## config.mk

```make
export PLATFORM = sky130hd
export DESIGN_NAME = booth_multiplier
export DESIGN_NICKNAME = d
export VERILOG_FILES = /design/src/rtl/booth_multiplier.sv
export SDC_FILE = /design/constraint.sdc
export NUM_CORES = 1
export LEC_CHECK = 0
export CORE_UTILIZATION = 54
export DETAILED_ROUTE_END_ITERATION = 12
export MAX_ROUTING_LAYER = met4
export PLACE_DENSITY = 0.78
export REMOVE_ABC_BUFFERS = 1
export SETUP_SLACK_MARGIN = 0.02
export SLEW_MARGIN = 20
export SYNTH_ARGS = -nofsm -noshare
export SYNTH_HDL_FRONTEND = slang
export SYNTH_SLANG_ARGS = --single-unit
```

## constraint.sdc

```tcl
create_clock -name clk -period 2.77 [get_ports clk]
set_input_delay 0.554 -clock clk [delete_from_list [all_inputs] [get_ports clk]]
set_output_delay 0.554 -clock clk [all_outputs]
set_load 0.05 [all_outputs]
```

## src/rtl/booth_multiplier.sv

```systemverilog
// Sequential signed radix-2 Booth multiplier: one add/subtract-and-shift step per clock,
// start/done handshake, N-cycle latency from the accepting edge.
module booth_multiplier #(
    parameter int unsigned N = 7
) (
    input  logic           clk,
    input  logic           rst,
    input  logic           start,
    input  logic [N-1:0]   multiplicand,
    input  logic [N-1:0]   multiplier,
    output logic [2*N-1:0] product,
    output logic           busy,
    output logic           done
);

    localparam int unsigned CW = $clog2(N) + 1;
    localparam logic [N:0] OneA = (N+1)'(1);
    localparam logic [CW-1:0] LastStep = CW'(N - 1);

    typedef enum logic {StIdle, StCalc} state_e;

    state_e          state_q, state_d;
    logic [N:0]      m_q, m_d;
    logic [N:0]      a_q, a_d;
    logic [N-1:0]    q_q, q_d;
    logic            q1_q, q1_d;
    logic [CW-1:0]   count_q, count_d;
    logic [2*N-1:0]  product_q, product_d;
    logic            busy_q, busy_d;
    logic            done_q, done_d;
    logic [N:0]      sum;

    always_comb begin
        state_d   = state_q;
        m_d       = m_q;
        a_d       = a_q;
        q_d       = q_q;
        q1_d      = q1_q;
        count_d   = count_q;
        product_d = product_q;
        busy_d    = busy_q;
        done_d    = 1'b0;
        sum       = a_q;

        unique case (state_q)
            StIdle: begin
                if (start) begin
                    m_d     = {multiplicand[N-1], multiplicand};
                    q_d     = multiplier;
                    a_d     = '0;
                    q1_d    = 1'b0;
                    count_d = '0;
                    busy_d  = 1'b1;
                    state_d = StCalc;
                end
            end
            StCalc: begin
                case ({q_q[0], q1_q})
                    2'b01:   sum = a_q + m_q;
                    2'b10:   sum = a_q + ~m_q + OneA;
                    default: sum = a_q;
                endcase
                // Arithmetic right shift of {A', Q, Q_1}.
                a_d     = {sum[N], sum[N:1]};
                q_d     = {sum[0], q_q[N-1:1]};
                q1_d    = q_q[0];
                count_d = count_q + CW'(1);
                if (count_q == LastStep) begin
                    // Final {A, Q} always fits in 2N signed bits, so A's guard bit is dropped.
                    product_d = {a_d[N-1:0], q_d};
                    done_d    = 1'b1;
                    busy_d    = 1'b0;
                    state_d   = StIdle;
                end
            end
            default: state_d = StIdle;
        endcase
    end

    always_ff @(posedge clk or negedge rst) begin
        if (!rst) begin
            state_q   <= StIdle;
            m_q       <= '0;
            a_q       <= '0;
            q_q       <= '0;
            q1_q      <= 1'b0;
            count_q   <= '0;
            product_q <= '0;
            busy_q    <= 1'b0;
            done_q    <= 1'b0;
        end else begin
            state_q   <= state_d;
            m_q       <= m_d;
            a_q       <= a_d;
            q_q       <= q_d;
            q1_q      <= q1_d;
            count_q   <= count_d;
            product_q <= product_d;
            busy_q    <= busy_d;
            done_q    <= done_d;
        end
    end

    assign product = product_q;
    assign busy    = busy_q;
    assign done    = done_q;

endmodule

```

==> flow_summary.toml <==
[route]
post_drt_wl_per_cell_um = 15.3
totalWireLength_um = 5530
routed.top_layer = "met4"
drc = 6
num_vias = 2057
route.antenna.remaining_nets = 0
drt_iter0_drc = 134
dr.pass1.iters = 9
wl_met1_um = 2650
wl_met2_um = 2610
route.met3.wl_um = 204
via_per_inst = 5.70

[place]
place.detailed.hpwl_um = 3940
gp_congestion = 0.931
portBuffers = 32
numPlacedInstances = 353

[clock_network]
cts_hold_buf = 0
numCtsBuffers = 5
clockRootBuffer = "clkbuf_8"
cts_sinks = 43
clk_pin_slew_ns = 0.09
htreeDepth = 2
cts_tree = "built"
cts_resized = 0
cts_buffer_depth = 2
worstSkewPairLatency_ns = 0.31
post-cts-setup-buffers = 0

[yosys]
yosysSeqAreaShare_pct = 42.2
async_reset_ff_share_pct = 100
synth_common_cells = "nand2_1, dfrtp_1, o21ai_0"
synthDistinctLibCells = 52
synth_enable_flop_cells = 0
syn-cell-area_um2 = 2550
yosys-top-cells-area = "dfrtp_1, ha_1, nand2_1, o21ai_0, inv_1"
synth_top_cell_by_area = "dfrtp_1"
ys_warn_count = 0
syn_inst = 279
avgSynthCellArea_um2 = 9.13
synth_most_common_cell = "nand2_1"
synth_top_flop_cell = "dfrtp_1"
synth.top_cell.area_share_pct = 42.2
ys_seq_elements = 43

[die]
ios = 33
fp.dieArea_um2 = 5000
die_w_um = 70.7
coreArea_um2 = 4440
rows = 24
start_util_pct = 57.3
die_h_um = 70.7

[run]
maxCapViolations = 0

[timing]
finalSetupViolCount = 0
min_period_ns = 2.31
drv_slew = 0
fin_tns_setup_ns = 0
rsz0062_at_grt = "no"
max_freq_mhz = 434
hold_slack_ns = 0.220
worstMarginPinSlew_ns = 0.716
fin_crit_sh_pct = 83.3
finalHoldViolCount = 0
clock_skew_ns = 0.00537
max_slew_margin_pct = 52.2

[final_layout]
stdcell_count = 361
fin_nets = 346
drive_gt1_share_pct = 6.47
finish.utilization_pct = 67.1
area_growth_pct = 17.1
antenna_cells = 0
num-fill-cells = 384

[worst_setup_path]
timing.critical_path.fanout_max = 18
rrSetupSlack_ns = 0.46
worst_ep_required_time_ns = 2.95
endpoint_kind = "register"
slowest_stage = "ha_1"
crit_type = "register to register"
setup.worst_path.start_class = "register"
critPathArrivalTime_ns = 2.49
path_cells = "inv_1 -> ha_1 -> mux2_2 -> o311a_1 -> nor4_1 -> o22ai_1"
critical-path-max-stage-delay_ns = 0.63

[pwr]
leakage_nw = 1.36
vdd_drop_max_mv = 0.712
powerDensity_nw_per_um2 = 1310
finalPower_mw = 3.91

[status]
outcome = "finished, violations left"
violations = "design-rule violations"

[min_path]
hp-class = "input pin to asynchronous set/reset pin"

[global_route]
grt_max_degree = 44
gr-total-overflow = 0
grt_pass1_wl_um = 9230
grt_usage_pct = 24.6
antenna_found_initial = 0
grt_pass1_vias = 1907
[layout by cell type, fill, tap and decap left out, drive strengths merged, types with 5 or more instances in the layout]
cell / netlist / layout
o22ai: 5 / 5
dfrtp: 43 / 43
clkbuf: 6 / 5
ha: 19 / 19
nand2b: 8 / 8
clkdlybuf4s50: 0 / 31
o21ai: 24 / 24
a21oi: 13 / 13
nand3: 6 / 6
mux2i: 7 / 7
nor2: 12 / 12
inv: 22 / 23
nand2: 46 / 46
[through the flow]
| stage | worst slack, ns | cell area [um2] |
|---|---|---|
| floorplan | 0.705 | 2480 |
| global placement | 0.591 | 2890 |
| detailed placement | 0.497 | 2890 |
| CTS | 0.487 | 2980 |
| global route | 0.370 | 2980 |
| finish | 0.464 | 2980 |
[cell type report]
cell class / count / area (um2) / area share, %
repair buffers: 35 / 340 / 11.4
well taps: 52 / 65.1 / 2.18
multi-input cells: 201 / 1330 / 44.5
clock inverters: 3 / 23.8 / 0.797
flip-flops and latches: 43 / 1080 / 36.1
inverters: 22 / 82.6 / 2.77
clock buffers: 5 / 68.8 / 2.31
[sequential cells by signal, summed over array words and instances (netlist names)]
register and cells:
state_q 1, m_q 7, q1_q 1, a_q 7
count_q 4, done 1, busy 1, product 14
q_q 7
[report_power, final]
group	switching [mW]	internal [mW]	leakage [nW]
Clock	0.247	0.181	0.0408
Sequential	0.250	0.906	0.540
Combinational	1.40	0.928	0.775
Total	1.89	2.01	1.36
[critical path, delay by kind of cell, from the launching register on]
family / cells / cell delay, ns
muxes: 1 / 0.42
adders and majority gates: 1 / 0.63
DFF: 1 / 0.41
and+or+nand+nor: 1 / 0.40
buffers and inverters: 1 / 0.06
AOI/OAI and AO/OA: 2 / 0.26
[worst paths after layout]
path | start | end | cells after the start
max in group asynchronous | rst | m_q[6] | 1
worst max register to register | q_q[0] | a_q[4] | 6
worst min register to register | product[4] | product[4] | 2
worst max-delay path | q_q[0] | a_q[4] | 6
min in group clk | product[4] | product[4] | 2
worst min-delay path | rst | m_q[4] | 1
[cells by family (layout without fill, tap and decap cells)]
kind of cell	Yosys count	count (layout)	share of synthesized area, %
AO/OA/AOI/OAI	76	76	19.5
XOR/XNOR	3	3	1.03
adder cells (fa/ha/maj)	21	21	10.9
buffers and inverters	35	65	5.70
flip-flops	43	43	42.2
multiplexers	9	9	3.63
AND/OR/NAND/NOR	92	92	16.9
[layer usage]
metal / GRT usage [%] / up-vias
met5: - / -
met4: 7.33 / 0
met3: 4.70 / 6
met2: 37.9 / 38
met1: 33.2 / 988
li1: - / 1025
Note: power is estimated with default switching activity, not from simulation.
